`config.mk`:
```
export PLATFORM = sky130hd
export DESIGN_NAME = seq_step_sched
export DESIGN_NICKNAME = d
export VERILOG_FILES = /design/src/rtl/seq_step_sched.sv
export SDC_FILE = /design/constraint.sdc
export NUM_CORES = 1
export LEC_CHECK = 0
export CORE_UTILIZATION = 25
export DETAILED_ROUTE_END_ITERATION = 8
export DONT_BUFFER_PORTS = 1
export PLACE_DENSITY_LB_ADDON = 0.05
export SYNTH_ARGS = -nofsm -noshare
export SYNTH_HDL_FRONTEND = slang
export SYNTH_SLANG_ARGS = --single-unit
```
`constraint.sdc`:
```
create_clock -name clk -period 1.72 [get_ports clk]
set_input_delay 0.172 -clock clk [delete_from_list [all_inputs] [get_ports clk]]
set_output_delay 0.172 -clock clk [all_outputs]
set_load 0.05 [all_outputs]
```
`src/rtl/seq_step_sched.sv`:
```
// Round-robin scheduler that shares one sequence generator among N_REQ requesters.
// Each grant forwards req_len generator values to the winner, one beat per cycle,
// tagged with valid/last/id. The generator is advanced through gen_step.
module seq_step_sched #(
    parameter int unsigned N_REQ = 4,
    parameter int unsigned W     = 3,
    parameter int unsigned LEN_W = 4,
    localparam int unsigned ID_W = (N_REQ > 1) ? $clog2(N_REQ) : 1
) (
    input  logic                   clk,
    input  logic                   rstb,
    input  logic [N_REQ-1:0]       req,
    input  logic [N_REQ*LEN_W-1:0] req_len,
    output logic [N_REQ-1:0]       gnt,
    output logic [N_REQ-1:0]       done,
    output logic                   gen_step,
    input  logic [W-1:0]           gen_value,
    output logic                   out_valid,
    output logic [W-1:0]           out_data,
    output logic                   out_last,
    output logic [ID_W-1:0]        out_id
);

    typedef enum logic [1:0] {StIdle, StRun, StZero} state_e;

    state_e             state_q;
    logic [ID_W-1:0]    rr_ptr_q;
    logic [ID_W-1:0]    id_q;
    logic [LEN_W-1:0]   remain_q;
    logic [N_REQ-1:0]   gnt_q;

    logic               win_found;
    logic [ID_W-1:0]    win_id;
    logic [LEN_W-1:0]   win_len;
    logic [ID_W-1:0]    id_nxt;
    logic               beat;
    logic               final_beat;

    // Pick the first requester at or after rr_ptr, wrapping modulo N_REQ.
    always_comb begin
        win_found = 1'b0;
        win_id    = '0;
        for (int unsigned k = 0; k < N_REQ; k++) begin
            logic [ID_W-1:0] idx;
            idx = ID_W'((32'(rr_ptr_q) + k) % N_REQ);
            if (!win_found && req[idx]) begin
                win_found = 1'b1;
                win_id    = idx;
            end
        end
        win_len = req_len[win_id*LEN_W +: LEN_W];
    end

    // A beat happens only while the granted requester still holds its request;
    // a dropped request turns the cycle into an abort with no generator step.
    always_comb begin
        beat       = (state_q == StRun) && req[id_q];
        final_beat = beat && (remain_q == LEN_W'(1));
        id_nxt     = (id_q == ID_W'(N_REQ - 1)) ? '0 : id_q + 1'b1;
    end

    // Grant FSM: idle search, beat-per-cycle run, single-cycle zero-length grant.
    always_ff @(posedge clk or negedge rstb) begin
        if (!rstb) begin
            state_q  <= StIdle;
            rr_ptr_q <= '0;
            id_q     <= '0;
            remain_q <= '0;
            gnt_q    <= '0;
        end else begin
            unique case (state_q)
                StIdle: begin
                    if (win_found) begin
                        id_q     <= win_id;
                        remain_q <= win_len;
                        gnt_q    <= {{(N_REQ-1){1'b0}}, 1'b1} << win_id;
                        state_q  <= (win_len != '0) ? StRun : StZero;
                    end
                end
                StRun: begin
                    if (!req[id_q] || final_beat) begin
                        gnt_q    <= '0;
                        rr_ptr_q <= id_nxt;
                        remain_q <= '0;
                        state_q  <= StIdle;
                    end else begin
                        remain_q <= remain_q - 1'b1;
                    end
                end
                StZero: begin
                    gnt_q    <= '0;
                    rr_ptr_q <= id_nxt;
                    state_q  <= StIdle;
                end
                default: begin
                    gnt_q   <= '0;
                    state_q <= StIdle;
                end
            endcase
        end
    end

    // Beat outputs follow the live request so an abort suppresses the beat at once.
    always_comb begin
        gnt       = gnt_q;
        gen_step  = beat;
        out_valid = beat;
        out_data  = beat ? gen_value : '0;
        out_last  = final_beat;
        out_id    = (state_q == StIdle) ? '0 : id_q;
        done      = '0;
        if (final_beat || (state_q == StZero)) begin
            done[id_q] = 1'b1;
        end
    end

endmodule

```
==> results of run 1 <==
==> area by class of cell <==
type | instances | share of cell area, %
flip-flops and latches | 14 | 23.5
inverters | 7 | 1.75
well taps | 50 | 4.17
clock buffers | 4 | 3.67
repair buffers | 25 | 18.7
multi-input cells | 90 | 48.2
==> flip-flops by register name, indices dropped and copies added (netlist names) <==
signal	flops
state_q	2
rr_ptr_q	2
gnt	4
id_q	2
remain_q	4
==> per-stage QoR <==
| step | cell area, um^2 | setup TNS [ns] | power [uW] | setup slack [ns] | util, % |
|---|---|---|---|---|---|
| finish | 1500 | -3.69 | 2870 | -0.334 | 37.5 |
| global route | 1500 | -4.99 | 3100 | -0.408 | 37.5 |
| CTS | 1480 | -3.89 | 2850 | -0.367 | 37.0 |
| detailed placement | 1360 | -1.66 | 2380 | -0.261 | 34.0 |
| global placement | 1360 | -1.54 | 2380 | -0.238 | 34.0 |
| floorplan | 1090 | -1.48 | 1880 | -0.312 | - |
==> power groups by stage <==
stage | registers (uW) | logic (uW) | clock network [uW]
2_1_floorplan | 726 | 1160 | 0
3_3_place_gp | 728 | 1650 | 0
3_5_place_dp | 734 | 1650 | 0
4_1_cts | 733 | 1780 | 340
5_1_grt | 763 | 1980 | 353
6_report | 742 | 1800 | 326
==> routing by layer <==
layer / GRT usage (%) / wire length (um) / up-vias
met1: 18.0 / 1250 / 422
met2: 18.4 / 1110 / 33
li1: - / - / 453
met4: 5.59 / 43 / 0
met3: 2.23 / 110 / 4
met5: 0 / 0 / -
==> cell usage in the layout, fill, tap and decap left out, types with 5 or more instances in the layout <==
master and instances:
buf_4 15, buf_12 6, mux2i_1 12, nor2b_4 5, nor2_1 9, dfrtp_1 13
ha_1 6, inv_1 7, o21ai_0 6, nand2_1 6
==> timing repair <==
action / in CTS / in global routing
endpoints found under the setup margin: 17 / 21
resized for setup: 14 / 7
gates cloned: 0 / 0
setup buffers: 3 / 1
hold endpoints to repair: 14 / 0
pin swaps: 6 / 3
hold buffers: 1 / 0
==> critical path: stages, from the launching register on <==
cell	delay, ns
dfrtp_1	0.37
mux4_2	0.52
nor2b_4	0.14
and2_4	0.15
nor2_4	0.22
nor2b_4	0.07
buf_12	0.15
==> cells by family (layout without fill, tap and decap cells) <==
group                      after synthesis  count (layout)  synth area share, %
DFF                                     14              14                 33.6
and+or+nand+nor                         43              43                 22.1
muxes                                   15              15                 15.7
buffers and inverters                   10              36                 5.04
AOI/OAI and AO/OA                       26              26                 16.4
adders and majority gates                6               6                 7.19
==> path summary, 6_finish.rpt <==
kind	startpoint	to	slack, ns
hold reg to reg	remain_q[3]$_DFFE_PN0P_	remain_q[3]$_DFFE_PN0P_	0.52
setup / recovery	id_q[0]$_DFFE_PN0P_	done[0]	-0.33
max in group asynchronous	rstb	rr_ptr_q[1]$_DFFE_PN0P_	0.83
min in group asynchronous	rstb	remain_q[2]$_DFFE_PN0P_	0.41
setup reg to reg	rr_ptr_q[1]$_DFFE_PN0P_	state_q[1]$_DFFE_PN0P_	-0.26
hold / removal	req[3]	gnt[2]$_DFFE_PN0P_	0.21
==> impl_metrics.ini, run 1 <==
[timing]
worst_slack_ns = -0.334
maxSlewViolCount = 0
fin_crit_sh_pct = 119
worst_pin_slew_ns = 0.688
period_minus_slack_ns = 2.05
rsz0062_at_grt = yes
setup_viol = 16
hold_viol = 0
slew_headroom_pct = 54.0
fmaxAchievable_mhz = 487
hold_slack_ns = 0.213
finClkSkew_ns = 0.00232

[yosys]
synth_area_leaders = dfrtp_1 (34%), mux2i_1 (12%), ha_1 (7.2%)
synth_common_cells = dfrtp_1 (14), mux2i_1 (13), nor2_1 (12), nor2b_1 (8), o21ai_0 (8)
syn-num-nets = 145
synth_seq_cells = 14
async_flop_share_pct = 100
postSynthCellCount = 114
synthFlopType = dfrtp_1
netlist.area_leader.share_pct = 33.6
synth_edf_count = 0
synth_warnings = 0
synth_most_common_cell = dfrtp_1
synth_top_cell_by_area = dfrtp_1
yosysUniqueCellTypes = 33
post_synth.cell_area_avg_um2 = 9.15
netlist_area_um2 = 1040
seq_area_frac_synth_pct = 33.6

[routing]
postRouteAntennaNets = 0
dr.pass1.iters = 2
routed_wl_um = 2520
drcViolationCount = 0
first_iter_violations = 10
via_per_inst = 4.80
wl_per_cell_um = 13.3
vias = 912

[cells_and_area]
layoutNonFillerInstCount = 190
drive_gt1_share_pct = 37.1
final-seq-area_um2 = 352
syn_to_final_growth_pct = 43.6
diodes = 0
multi_input_area_um2 = 723
finalNetCount = 172
nFillCells = 408

[power_and_ir_drop]
p_leak_uw = 0.000702
power.net_switching_uw = 1340
p_int_uw = 1530
p_clk_share_pct = 11.4
vdd_drop_max_mv = 0.647
combPwrFrac_pct = 62.7
p_seq_share_pct = 25.9
p_sw_share_pct = 46.7
power.density_nw_per_um2 = 1910

[global_routing]
overflow = 0
antenna_found_initial = 0
grt_usage_pct = 12.7
grt_pass1_wl_um = 4180
grt_max_degree = 15
grt_pass1_vias = 875

[worst_hold_path]
hold_path.class = input port to register
min_path_cells = 3

[floorplanning]
die_area_um2 = 4440
die_w_um = 66.6
core_region_area_um2 = 4000
fp-row-count = 23
initial_utilization_pct = 26.1
die_height_um = 66.6
pin_count = 41

[worst_setup_path]
critPathKind = register to output port
r2r_cells = 7
cp_data_required_time_ns = 1.55
startpoint_type = register
worstPathArrival_ns = 1.88
cp-end-kind = output port
crit_fanout = 4

[clocking]
cts.sink_count = 14
worstSkewPairLatency_ns = 0.25
cts-root-buf = clkbuf_8
clk_pin_slew_ns = 0.06
cts_tree = yes
cts_buffers = 3
cts_buffer_depth = 2
cts_max_level = 1

[status]
violations = negative setup slack
status = finished with violations

[job]
max-cap-violations = 0

[placed_design]
hpwl_um = 1990
gp_congestion = 0.814
portBuffers = 0
post-place-cells = 183
Note: power is estimated with default switching activity, not from simulation.
==> run 2, diff against run 1 <==
--- a/config.mk
+++ b/config.mk
@@ -8,6 +8,7 @@
 export CORE_UTILIZATION = 25
 export DETAILED_ROUTE_END_ITERATION = 8
 export DONT_BUFFER_PORTS = 1
+export GPL_TIMING_DRIVEN = 1
 export PLACE_DENSITY_LB_ADDON = 0.05
 export SYNTH_ARGS = -nofsm -noshare
 export SYNTH_HDL_FRONTEND = slang
==> results of run 2 <==
No change in the layout: final DEF, timing and power equal those of run 1.
==> RTL change 1, RTL diff (flow settings as in run 1) <==
Reset style: synchronous (`rstb`), changed in one clocked block.
--- a/src/rtl/seq_step_sched.sv
+++ b/src/rtl/seq_step_sched.sv
@@ -60,7 +60,7 @@
     end
 
     // Grant FSM: idle search, beat-per-cycle run, single-cycle zero-length grant.
-    always_ff @(posedge clk or negedge rstb) begin
+    always_ff @(posedge clk) begin
         if (!rstb) begin
             state_q  <= StIdle;
             rr_ptr_q <= '0;
Function: differs if rstb is asserted again (counterexample within 4 cycles, from zero or initial values and one cycle with rstb low); with rstb held inactive, the same outputs for 10 cycles.
==> RTL change 1 against run 1 <==
- the flow still finishes with violations (setup timing)
- worst setup slack gained 0.11 ns
- routed wire length grew 13%
- sequential cell count stayed put
- worst hold slack worse by 0.16 ns
- design area up 5.9%
- final cell count is 7.9% higher
- synthesized area increased by 2.6%
Power is not compared: it rests on default switching activity, and its combinational part moved more than twofold at a synthesized area within 25%.
==> RTL change 1: results (changes against run 1) <==
Placement
The number of placed instances, taps included was 201 (was 183). The placed instance area is 1420 µm² (was 1360 µm²).

STA
The final setup violation count was 21 (was 16). The worst hold slack is 0.0539 ns (was 0.213 ns). The final setup slack of the worst path is -0.222 ns (was -0.334 ns). The relative slew slack is 0.648 (was 0.540).

Status
Run status: finished with violations (unchanged). Failing checks: setup timing (unchanged).

Detailed routing
The average wire per standard cell is 13.9 µm (was 13.3 µm). The first-pass iteration count of the detailed router is 4 (was 2). The final routed wirelength across all metal layers is 2.86 mm (was 2.52 mm). The first-iteration detailed-routing DRC count is 25 (was 10). The total length of routed met2 wires came to 1.53 mm (was 1.11 mm). The met1 wire length came to 1.24 mm (was 1.25 mm).

Yosys
Top area cells in the synthesized netlist: sky130_fd_sc_hd__dfxtp_1 (26%), sky130_fd_sc_hd__mux2i_1 (9.3%), sky130_fd_sc_hd__ha_1 (7.0%) (was sky130_fd_sc_hd__dfrtp_1 (34%), sky130_fd_sc_hd__mux2i_1 (12%), sky130_fd_sc_hd__ha_1 (7.2%)). The number of different library cells in the post-synthesis netlist is 38 (was 33). The fraction of registers with async set or reset after synthesis came to 0 (was 1.00). The net count after synthesis is 155 (was 145).

Hold path
The destination of the worst hold path is id_q[1] (was gnt[2]). The number of instances on the worst hold path was 1 (was 3). The start point of the worst min-delay path is rstb (was req[3]).

Global route
The number of global-route vias before repair is 977 (was 875). The met2 demand-to-capacity share in global routing is 0.254 (was 0.184). The global-route wire length before repair is 4.68 mm (was 4.18 mm).

Final layout
The share of post-route cells with drive strength above 1 is 0.413 (was 0.371). The number of filler cells placed in the layout is 405 (was 408). The final net count was 188 (was 172).

Setup path
The setup slack on the worst flop-to-flop path is -0.15 ns (was -0.26 ns). The cell family with the largest share of critical-path delay is multiplexers (was simple AND/OR/NAND/NOR gates).
-- RTL change 1: timing repair --
action                                  CTS  global route
endpoints found under the setup margin   22            22
pin swaps                                 6             3
resized for setup                        23             6
setup buffers                             2             0
-- RTL change 1: cell type report --
class | instances | area (µm²) | share of cell area
well taps | 50 | 62.6 | 0.0394
inverters | 7 | 26.3 | 0.0165
repair buffers | 33 | 344 | 0.217
multi-input cells | 98 | 828 | 0.522
clock buffers | 3 | 41.3 | 0.0260
flip-flops and latches | 14 | 285 | 0.180
-- RTL change 1: metrics by stage --
| stage | power (mW) | setup slack, ns | setup TNS [ns] | util |
|---|---|---|---|---|
| final | 1.50 | -0.222 | -2.52 | 0.391 |
| after global routing | 1.61 | -0.294 | -4.42 | 0.391 |
| after CTS | 1.50 | -0.265 | -2.96 | 0.384 |
| after detailed placement | 1.14 | -0.112 | -0.732 | 0.350 |
| after global placement | 1.14 | -0.0941 | -0.621 | 0.350 |
| after floorplan | 0.930 | -0.0502 | -0.260 | - |
-- RTL change 1: worst register-to-register path, stage by stage (launching register included) --
cell                       delay, ns
sky130_fd_sc_hd__dfxtp_2        0.33
sky130_fd_sc_hd__mux4_2         0.53
sky130_fd_sc_hd__buf_4          0.16
sky130_fd_sc_hd__nor2b_1        0.16
sky130_fd_sc_hd__nor2_1         0.10
sky130_fd_sc_hd__a21oi_1        0.09
sky130_fd_sc_hd__or3_1          0.32
sky130_fd_sc_hd__a21boi_1       0.12
-- RTL change 1: how the worst max path moves through the flow --
stage,to,depth (start not counted),slack (ns),start
after detailed placement,rr_ptr_q[1],10,-0.11,remain_q[1]
after global routing,done[2],5,-0.29,id_q[0]
final,done[3],5,-0.22,id_q[0]
after floorplan,done[0],5,-0.05,state_q[0]
after global placement,remain_q[2],7,-0.09,rr_ptr_q[1]
after CTS,done[3],5,-0.27,id_q[0]
-- RTL change 1: power groups by stage --
| stage | clock [mW] | sequential (mW) | combinational (mW) |
|---|---|---|---|
| 6_report | 0.271 | 0.448 | 0.785 |
| 5_1_grt | 0.297 | 0.454 | 0.856 |
| 4_1_cts | 0.280 | 0.446 | 0.770 |
| 3_5_place_dp | 0 | 0.453 | 0.689 |
| 3_3_place_gp | 0 | 0.454 | 0.686 |
| 2_1_floorplan | 0 | 0.458 | 0.471 |
-- RTL change 1: kinds of logic (layout without fill, tap and decap cells) --
| family | Yosys count | after routing | share of synthesized area |
|---|---|---|---|
| xor+xnor | 2 | 2 | 0.0164 |
| fa+ha+maj | 6 | 6 | 0.0701 |
| simple gates | 50 | 50 | 0.251 |
| flops | 14 | 14 | 0.262 |
| buf+inv | 12 | 43 | 0.0678 |
| compound gates | 25 | 25 | 0.176 |
| mux | 15 | 15 | 0.157 |
==> RTL change 2, RTL diff (config.mk and constraints of run 1) <==
Without the edit above. Change the parameter `LEN_W` from 4 to 2.
--- a/src/rtl/seq_step_sched.sv
+++ b/src/rtl/seq_step_sched.sv
@@ -4,7 +4,7 @@
 module seq_step_sched #(
     parameter int unsigned N_REQ = 4,
     parameter int unsigned W     = 3,
-    parameter int unsigned LEN_W = 4,
+    parameter int unsigned LEN_W = 2,
     localparam int unsigned ID_W = (N_REQ > 1) ? $clog2(N_REQ) : 1
 ) (
     input  logic                   clk,
Interface: changed (resized req_len); port bits go from 41 to 33. No check against the original RTL was run, so the function may have changed too.
==> RTL change 2 against run 1 <==
- the run still ends with setup timing left
- routed wire length increased by 1.5%
- worst setup slack improved by 0.016 ns
- first-iteration DRC count increased to 2.5 times the old value
- sequential share of layout area decreased by 1.9 points
- sequential cell count decreased by 2
- design area decreased by 7.0%
- total power increased by 4.1%
- synthesized area decreased by 19%
- synthesized cell count decreased by 17%
- critical path type unchanged
- critical endpoint is now done[1]
- largest power group unchanged
==> RTL change 2: results (changes against run 1) <==
Status
Run status: finished with violations (unchanged). Failing checks: setup timing (unchanged).

Detailed routing
The via count was 828 (was 912). The final routed wirelength across all metal layers came to 2.56 mm (was 2.52 mm). The first-pass iteration count of the detailed router came to 4 (was 2). The first-iteration detailed-routing DRC count came to 25 (was 10).

Placement
The last weighted congestion value of the routability-driven placer is 0.825 (was 0.814). The placed instance area was 1190 µm² (was 1360 µm²).

Yosys
The share of the synthesized area in compound gates (AO/OA/AOI/OAI) is 0.146 (was 0.164). The fraction of registers with async set or reset after synthesis is 1.00 (unchanged). The post-synthesis adder-cell area fraction came to 0.0737 (was 0.0719). The mean area per synthesized cell is 8.93 µm² (was 9.15 µm²). The net count after synthesis was 117 (was 145). The post-synthesis mux area share is 0.137 (was 0.157). Most common library cells after synthesis: sky130_fd_sc_hd__nor2_1 (15), sky130_fd_sc_hd__dfrtp_1 (12), sky130_fd_sc_hd__nand2_1 (12) (was sky130_fd_sc_hd__dfrtp_1 (14), sky130_fd_sc_hd__mux2i_1 (13), sky130_fd_sc_hd__nor2_1 (12)). The number of different library cells in the post-synthesis netlist is 27 (was 33). Top area cells in the synthesized netlist: sky130_fd_sc_hd__dfrtp_1 (35%), sky130_fd_sc_hd__ha_1 (7.4%), sky130_fd_sc_hd__mux2i_1 (7.1%) (was sky130_fd_sc_hd__dfrtp_1 (34%), sky130_fd_sc_hd__mux2i_1 (12%), sky130_fd_sc_hd__ha_1 (7.2%)).

CTS
The root buffer cell is sky130_fd_sc_hd__clkbuf_4 (was sky130_fd_sc_hd__clkbuf_8). The CTS clock-pin slew for the worst setup and hold paths came to 0.10 ns (was 0.06 ns). The total number of clock tree sinks came to 12 (was 14). The clock insertion delay at the later pin of the skew report is 0.29 ns (was 0.25 ns).

Final layout
The share of post-route cells with drive strength above 1 came to 0.444 (was 0.371). The fraction of area in registers is 0.215 (was 0.235). The area overhead of the layout relative to synthesis is 64.3% (was 43.6%). The multi-input logic portion of the cell area is 0.438 (was 0.482). The final cell count without fillers came to 177 (was 190). The number of filler cells placed in the layout is 308 (was 408). The final net count is 156 (was 172). The layout buffer count excluding clock buffers is 36 (was 25). The number of non-clock inverters is 6 (was 7). The fraction of area in clock buffers and inverters was 0.0260 (was 0.0367). The multi-input combinational cell count is 75 (was 90).

The proportion of final cell area spent on non-clock buffers is 0.265 (was 0.187).

Power and ir drop
The worst ir drop on vdd is 0.828 mV (was 0.647 mV). The reported leakage power is 0.665 nW (was 0.702 nW).

Global route
The total global-route track usage is 0.146 (was 0.127). The largest net degree at the start of global routing is 13 (was 15). The global-route wire length before repair was 3.77 mm (was 4.18 mm). The number of global-route vias before repair is 823 (was 875).

STA
The final setup slack of the worst path came to -0.318 ns (was -0.334 ns). The final setup violation count is 16 (unchanged). The slew at the pin closest to its max-slew limit is 0.640 ns (was 0.688 ns). The setup TNS after final layout is -3.40 ns (was -3.69 ns).

The final clock skew was 0.0132 ns (was 0.00232 ns).
-- RTL change 2: cell count changes after synthesis, sizes merged, moves of 2 or more --
cell	before	now
mux2i	13	6
nand2	6	12
and3	0	5
o21ai	8	3
nor2	12	15
nor3b	3	0
a211oi	2	0
a21oi	5	3
a22o	3	1
and2	4	2
dfrtp	14	12
mux2	1	3
o21a	0	2
-- RTL change 2: layer usage --
metal | global-route usage | share of wire
met5 | 0 | 0
met4 | 0.0399 | 0.0074
met3 | 0.0455 | 0.045
met2 | 0.245 | 0.52
met1 | 0.179 | 0.42
-- RTL change 2: critical path, stage by stage (launching register included) --
cell,delay (ns)
sky130_fd_sc_hd__dfrtp_1,0.38
sky130_fd_sc_hd__mux4_2,0.56
sky130_fd_sc_hd__and3_4,0.19
sky130_fd_sc_hd__nor2_4,0.22
sky130_fd_sc_hd__nor2b_4,0.08
sky130_fd_sc_hd__buf_12,0.15
-- RTL change 2: power breakdown --
| group | internal, mW | total (mW) | switching (mW) |
|---|---|---|---|
| Clock | 0.129 | 0.241 | 0.112 |
| Combinational | 1.04 | 2.08 | 1.05 |
| Sequential | 0.414 | 0.661 | 0.247 |
-- RTL change 2: timing repair --
item	CTS	global route
resized for setup	12	10
setup buffers	5	5
pin swaps	3	4
hold buffers	1	0
endpoints found under the setup margin	14	19
endpoints found under the hold margin	12	0
-- RTL change 2: final timing paths --
path                                  start          end  slack (ns)  cells past startpoint
worst min-delay path                 req[1]      id_q[0]        0.13                      4
min in group asynchronous              rstb       gnt[2]        0.34                      1
worst max register to register      id_q[0]  remain_q[0]       -0.15                      8
max in group asynchronous              rstb   state_q[1]        0.96                      1
worst max-delay path                id_q[0]      done[1]       -0.32                      5
worst min register to register  remain_q[1]  remain_q[1]        0.51                      1
